$ cat config.mk
export PLATFORM = sky130hd
export DESIGN_NAME = instr_mem_loader
export DESIGN_NICKNAME = d
export VERILOG_FILES = /design/src/rtl/instr_mem_loader.sv
export SDC_FILE = /design/constraint.sdc
export NUM_CORES = 1
export LEC_CHECK = 0
export CAP_MARGIN = 15
export CORE_MARGIN = 3
export CORE_UTILIZATION = 40
export DETAILED_ROUTE_END_ITERATION = 8
export MAX_ROUTING_LAYER = met4
export SYNTH_ARGS = -nofsm -noshare
export SYNTH_HDL_FRONTEND = slang
export SYNTH_SLANG_ARGS = --single-unit
$ cat constraint.sdc
create_clock -name clk -period 5.53 [get_ports clk]
set_clock_uncertainty 0.15 [all_clocks]
set_input_delay 0.553 -clock clk [delete_from_list [all_inputs] [get_ports clk]]
set_output_delay 0.553 -clock clk [all_outputs]
set_load 0.05 [all_outputs]
$ cat src/rtl/instr_mem_loader.sv
// Instruction-memory loader: takes a length-prefixed little-endian byte stream,
// writes it word by word into instruction memory and holds the core meanwhile.
module instr_mem_loader #(
    parameter int unsigned MAX_WORDS = 256,
    parameter logic [31:0] BASE_ADDR = 32'h0000_0000
) (
    input  logic        clk,
    input  logic        rst_n,
    input  logic        start,
    input  logic        byte_valid,
    input  logic [7:0]  byte_data,
    output logic        byte_ready,
    output logic        mem_we,
    output logic [31:0] mem_addr,
    output logic [31:0] mem_wdata,
    output logic        cpu_hold,
    output logic        done,
    output logic        err
);

    localparam int unsigned CNT_W = $clog2(MAX_WORDS + 1);

    // FLUSH covers the cycle in which the last word's write strobe is out.
    typedef enum logic [2:0] {IDLE, LEN, DATA, FLUSH, DONE} state_t;

    state_t            state_q, state_d;
    logic [1:0]        byte_cnt_q, byte_cnt_d;
    logic [23:0]       asm_q, asm_d;
    logic [CNT_W-1:0]  len_q, len_d;
    logic [CNT_W-1:0]  word_idx_q, word_idx_d;

    logic              byte_ready_d;
    logic              mem_we_d;
    logic [31:0]       mem_addr_d;
    logic [31:0]       mem_wdata_d;
    logic              cpu_hold_d;
    logic              done_d;
    logic              err_d;

    logic              xfer;
    logic [31:0]       word_full;

    assign xfer      = byte_valid && byte_ready;
    assign word_full = {byte_data, asm_q};

    always_comb begin
        state_d      = state_q;
        byte_cnt_d   = byte_cnt_q;
        asm_d        = asm_q;
        len_d        = len_q;
        word_idx_d   = word_idx_q;
        byte_ready_d = byte_ready;
        mem_we_d     = 1'b0;
        mem_addr_d   = mem_addr;
        mem_wdata_d  = mem_wdata;
        cpu_hold_d   = cpu_hold;
        done_d       = 1'b0;
        err_d        = err;

        case (state_q)
            IDLE: begin
                if (start) begin
                    state_d      = LEN;
                    byte_ready_d = 1'b1;
                    cpu_hold_d   = 1'b1;
                    err_d        = 1'b0;
                    byte_cnt_d   = 2'd0;
                    word_idx_d   = '0;
                end
            end

            LEN: begin
                if (xfer) begin
                    if (byte_cnt_q == 2'd3) begin
                        byte_cnt_d = 2'd0;
                        if (word_full == 32'd0) begin
                            state_d      = DONE;
                            byte_ready_d = 1'b0;
                            cpu_hold_d   = 1'b0;
                            done_d       = 1'b1;
                        end else if (word_full > 32'(MAX_WORDS)) begin
                            state_d      = IDLE;
                            byte_ready_d = 1'b0;
                            cpu_hold_d   = 1'b0;
                            err_d        = 1'b1;
                        end else begin
                            state_d    = DATA;
                            len_d      = word_full[CNT_W-1:0];
                            word_idx_d = '0;
                        end
                    end else begin
                        asm_d      = {byte_data, asm_q[23:8]};
                        byte_cnt_d = byte_cnt_q + 2'd1;
                    end
                end
            end

            DATA: begin
                if (xfer) begin
                    if (byte_cnt_q == 2'd3) begin
                        byte_cnt_d  = 2'd0;
                        mem_we_d    = 1'b1;
                        mem_addr_d  = BASE_ADDR + (32'(word_idx_q) << 2);
                        mem_wdata_d = word_full;
                        if ((word_idx_q + CNT_W'(1)) == len_q) begin
                            state_d      = FLUSH;
                            byte_ready_d = 1'b0;
                        end else begin
                            word_idx_d = word_idx_q + CNT_W'(1);
                        end
                    end else begin
                        asm_d      = {byte_data, asm_q[23:8]};
                        byte_cnt_d = byte_cnt_q + 2'd1;
                    end
                end
            end

            FLUSH: begin
                state_d    = DONE;
                cpu_hold_d = 1'b0;
                done_d     = 1'b1;
            end

            DONE: begin
                state_d = IDLE;
            end

            default: begin
                state_d      = IDLE;
                byte_ready_d = 1'b0;
                cpu_hold_d   = 1'b0;
            end
        endcase
    end

    always_ff @(posedge clk or negedge rst_n) begin
        if (!rst_n) begin
            state_q    <= IDLE;
            byte_cnt_q <= 2'd0;
            asm_q      <= 24'd0;
            len_q      <= '0;
            word_idx_q <= '0;
            byte_ready <= 1'b0;
            mem_we     <= 1'b0;
            mem_addr   <= BASE_ADDR;
            mem_wdata  <= 32'd0;
            cpu_hold   <= 1'b0;
            done       <= 1'b0;
            err        <= 1'b0;
        end else begin
            state_q    <= state_d;
            byte_cnt_q <= byte_cnt_d;
            asm_q      <= asm_d;
            len_q      <= len_d;
            word_idx_q <= word_idx_d;
            byte_ready <= byte_ready_d;
            mem_we     <= mem_we_d;
            mem_addr   <= mem_addr_d;
            mem_wdata  <= mem_wdata_d;
            cpu_hold   <= cpu_hold_d;
            done       <= done_d;
            err        <= err_d;
        end
    end

endmodule

# After elaboration in Yosys (flattened, before gate mapping)

Cells that the tools add are included.

Input port bits: 12
Logic and storage cells: 101
Flip-flop bits (word level): 93

Equal/unequal tests: 18
Reduce and logical (&&, ||, !) cells: 18
Magnitude comparators: 1
Bitwise operators: 5
Add/subtract/negate cells: 2
Multiplexer cells: 45

Operators by type and width:

| cell                | count |
|---|---|
| $mux 9              | 8 |
| $gt 32x9->1 const B | 1 |
| $logic_not 32->1    | 1 |
| $pmux 9 s3          | 1 |
| $mux 3              | 7 |
| $ne 2x2->1 const B  | 10 |
| $mux 1              | 19 |
| $pmux 3 s4          | 1 |
| $reduce_and 6->1    | 2 |
| $reduce_and 5->1    | 2 |
| $add 9x1->9 const B | 1 |
| $eq 9x9->1          | 1 |
| $reduce_and 3->1    | 3 |
| $reduce_and 9->1    | 1 |
| $mux 2              | 4 |
| $reduce_and 8->1    | 1 |
| $eq 3x2->1 const B  | 2 |
| $reduce_or 2->1     | 3 |
| $not 1->1           | 5 |
| $pmux 1 s2          | 2 |
| $pmux 1 s4          | 1 |
| $pmux 2 s2          | 1 |
| $reduce_bool 2->1   | 2 |
| $eq 3x1->1 const B  | 1 |
| 9 further kinds     | 9 |

# Longest topological paths before layout

Depth after elaboration: 6
Mapped depth: 9
Gate-level depth less buffers: 8

# Worst setup path after synthesis

No wires, ideal clock.

Path type: register to register
Start point: register byte_ready
End point: register word_idx_q[3]
Path buffers: 0
Cell stages (with the launch flop): 7
Setup slack: 3,217 ps
Period minus slack after synthesis: 2,313 ps
Data required time: 5,245 ps
Data arrival time: 2,028 ps
Cells stage by stage: dfrtp_1 -> nand3_1 -> and3b_1 -> a211oi_1 -> a31oi_1 -> o311ai_1 -> o31ai_1

Word-level cells in the longest chain between the ends: 3
Elaborated cells on any way between the ends: 4

Ends and longest elaborated chain:

| what                                  | line | text |
|---|---|---|
| from (decl)                           | 12   | `output logic byte_ready,` |
| from (signal assigned)                | 156  | `byte_ready <= byte_ready_d;` |
| $logic_and 1x1->1 (*)                 | 43   | `assign xfer = byte_valid && byte_ready;` |
| $ne 2x2->1 (no source line)           | -    |  |
| $reduce_and 9->1 (no source line) (*) | -    |  |
| to (signal assigned)                  | 155  | `word_idx_q <= word_idx_d;` |
| to (decl)                             | 30   | `logic [CNT_W-1:0] word_idx_q, word_idx_d;` |

Every way passes the cells marked *; elsewhere a longest branch is shown, timed or not.
A chain may end at the register's enable or synchronous reset.

# Worst setup path after layout

Start point: input byte_data[5]
End point: register word_idx_q[3]

Word-level cells in the longest chain between the ends: 3
Elaborated cells on any way between the ends: 5

Ends and longest elaborated chain:

| what                                                   | line   | text |
|---|---|---|
| from (decl)                                            | 11     | `input logic [7:0] byte_data,` |
| $gt 32x9->1 / $logic_not 32->1 (equally long branches) | 81, 76 |  |
| $ne 2x2->1 (no source line)                            | -      |  |
| $reduce_and 9->1 (no source line) (*)                  | -      |  |

Marked as above.

==> summary.md <==
| Metric | Value |
|---|---|
| Area of the core | 10500 µm² |
| Max-cap violations | 0 |
| Top post-synthesis cells by count | nand2_1, dfrtp_1, mux2_2 |
| Drt pass-1 iters | 4 |
| Clock tree buffer depth | 2 |
| CP Data Arrival Time | 2760 ps |
| Row cnt | 37 |
| DR iter-0 viols | 123 |
| Hold Vio Cnt, Final | 0 |
| Antenna diodes | 0 |
| Share of cells above drive strength 1 | 14.2% |
| Postcts setup bufs | 0 |
| Wl on met1 | 4.51 mm |
| Ports | 81 |
| CTS hold repair buffers | 0 |
| Met3 WL | 313 µm |
| Via Count | about 3200 |
| Synth Flop Type | dfrtp_1 |
| Number of synthesized flops with an enable pin | 0 |
| Post-route DRC | 0 |
| Root buffer cell | clkbuf_8 |
| Synth Cell Area | between 4000 and 5000 µm² |
| WL per Instance | between 10 and 15 µm |
| Resized Gates After CTS | 0 |
| CTS tree | yes |
| Remaining antenna violation count | 0 |
| RSZ-0062 raised after global routing | false |
| Critical Path Start | byte_data[5] |
| CTS Buf Count | 9 |
| Final setup viols | 0 |
| Seq cells post-synth | 93 |
| VDD IR-drop max | 0.000183 V |
| Pwr dens | about 370 nW/µm² |
| DR top layer | met4 |
| Final slew viol count | 0 |
| Critical path required time | ~5600 ps |
| Final period util | 48.3% |
| Antenna violations before repair | 0 |
| Fmax | ~0.37 GHz |
| P_leak | approximately 0.0024 µW |
| Post-synthesis average cell area | just over 10 µm² |
| Crit Path Class | in2reg |
| Fraction of registers with async set/reset | 100% |
| Crit. End Element | register |
| Distinct cells, synth | 57 |
| Total Wirelength | 9.44 mm |
| Port Buffers | 57 |
| Yosys top cell area share | 52.9% |
| Outcome | complete, no violations |
| Vias/cell | between 5 and 6 |
| GRT Util Overall | roughly 17% |
| Min Clock Period, post-route | ~2700 ps |
| Die Y | 111 µm |
| Place WS | ~2400 ps |
| Sequential area share after synthesis | 52.9% |
| GR Overflow Total | 0 |
| Die ar. | 12300 µm² |
| H-tree levels | 3 |
| CP max FO | 6 |
| Die span in x | 111 µm |
| Area Growth Syn to Fin | 17.6% |
| Total Power | 1890 µW |
| Setup TNS | 0 ps |
| Dpl hpwl | 6.64 mm |
| Synthesis warning total | 0 |
| Worst slew pin tran | 660 ps |
| Count leader, synth | nand2_1 |
| Largest net degree at the start of global routing | 54 |
| Met2 WL post-DR | 4.49 mm |
| RD Place Congestion | 0.815 |
| First-pass GRT wire length | ~17 mm |
| Cells after synthesis | between 400 and 500 |
| Final worst slack | 2860 ps |
| Clk Latency, worst-skew pair | about 360 ps |
| Clock tree sinks | 93 |
| Fill cell count | approximately 1000 |
| Number of global-route vias before repair | 3226 |
| Rel. slew slack | 56.0% |
| Synth area leaders | dfrtp_1, nand2_1, mux2_2 |
| Initial Util | 41.8% |
| Post-synth top area cell | dfrtp_1 |
| Clk slew on worst S/H paths | 90 ps |
| Final nets | 503 |
| Worst reg2reg path startpoint | byte_cnt_q[0]$_DFFE_PN0P_ |
| Startpoint types | input port |
| Hold Crit Class | in2async |
[cells by family (layout without fill, tap and decap cells)]
| kind of cell | after synthesis | after routing | share of synthesized area [%] |
|---|---|---|---|
| xor gates and xnor gates | 7 | 7 | 1.39 |
| buffers and inverters | 51 | 86 | 6.89 |
| muxes | 34 | 34 | 8.71 |
| and+or+nand+nor | 194 | 194 | 20.8 |
| AOI/OAI and AO/OA | 55 | 55 | 8.60 |
| DFF | 93 | 93 | 52.9 |
| adders and majority gates | 2 | 2 | 0.569 |
| other | 1 | 23 | 0.0853 |
[worst max-delay path, stage by stage]
cell and delay [ps]:
clkdlybuf4s50_1 450, nor4_1 300, nand4_1 230, nor4b_4 490, a31oi_1 290, o311ai_1 340
o31ai_1 110
[per-stage QoR]
stage / cell area (µm²) / hold slack, ps / cells / util (%)
6_report: 5170 / 11.3 / 630 / 49.2
5_1_grt: 5170 / 30.4 / 630 / 49.2
4_1_cts: 5170 / 10.8 / 630 / 49.2
3_5_place_dp: 4980 / 311 / 614 / 47.4
3_3_place_gp: 4980 / 310 / 614 / 47.4
2_1_floorplan: 4480 / 107 / 459 / -
[state kept, by name, indices dropped and copies added, names as in the netlist]
name,flops
mem_we,1
mem_wdata,32
cpu_hold,1
done,1
state_q,3
word_idx_q,9
err,1
byte_cnt_q,2
byte_ready,1
mem_addr,9
len_q,9
asm_q,24
[layout by cell type, fill, tap and decap left out, types with 4 or more instances in the layout]
cell,n
inv_1,9
clkbuf_8,10
a21oi_1,10
nor4_1,4
mux2_2,34
buf_4,5
nand3_1,9
conb_1,23
o21ai_0,12
nor2_1,12
clkdlybuf4s50_1,56
nand2_1,130
nor4_2,4
xnor2_1,4
dfrtp_1,93
nor3_1,8
nand3_2,4
[final timing paths]
check	to	slack, ps	depth (start not counted)
min	byte_cnt_q[1]$_DFFE_PN0P_	10	1
min reg2reg	mem_wdata[21]$_DFFE_PN0P_	330	2
max reg2reg	word_idx_q[6]$_DFFE_PN0P_	2950	7
max in group asynchronous	mem_wdata[8]$_DFFE_PN0P_	4170	2
min in group clk	mem_wdata[21]$_DFFE_PN0P_	330	2
max	word_idx_q[3]$_DFFE_PN0P_	2860	7
[layer usage]
layer,global-route usage [%],up-vias
met1,22.9,1585
li1,-,1556
met3,2.46,11
met4,4.93,0
met5,-,-
met2,25.9,75
[area by class of cell]
class	instances	area, µm²	share of cell area, %
Clock inverter	6	53.8	1.04
Inverter	9	33.8	0.654
Multi-Input combinational cell	315	1850	35.8
Clock buffer	10	138	2.66
Sequential cell	93	2330	45.0
Tap cell	136	170	3.29
Timing Repair Buffer	61	598	11.6
[power breakdown]
part / total (µW) / internal (µW) / switching, µW
registers: 971 / 803 / 168
logic: 483 / 228 / 255
clock network: 439 / 184 / 255
total: 1890 / 1210 / 678
Note: power is estimated with default switching activity, not from simulation.
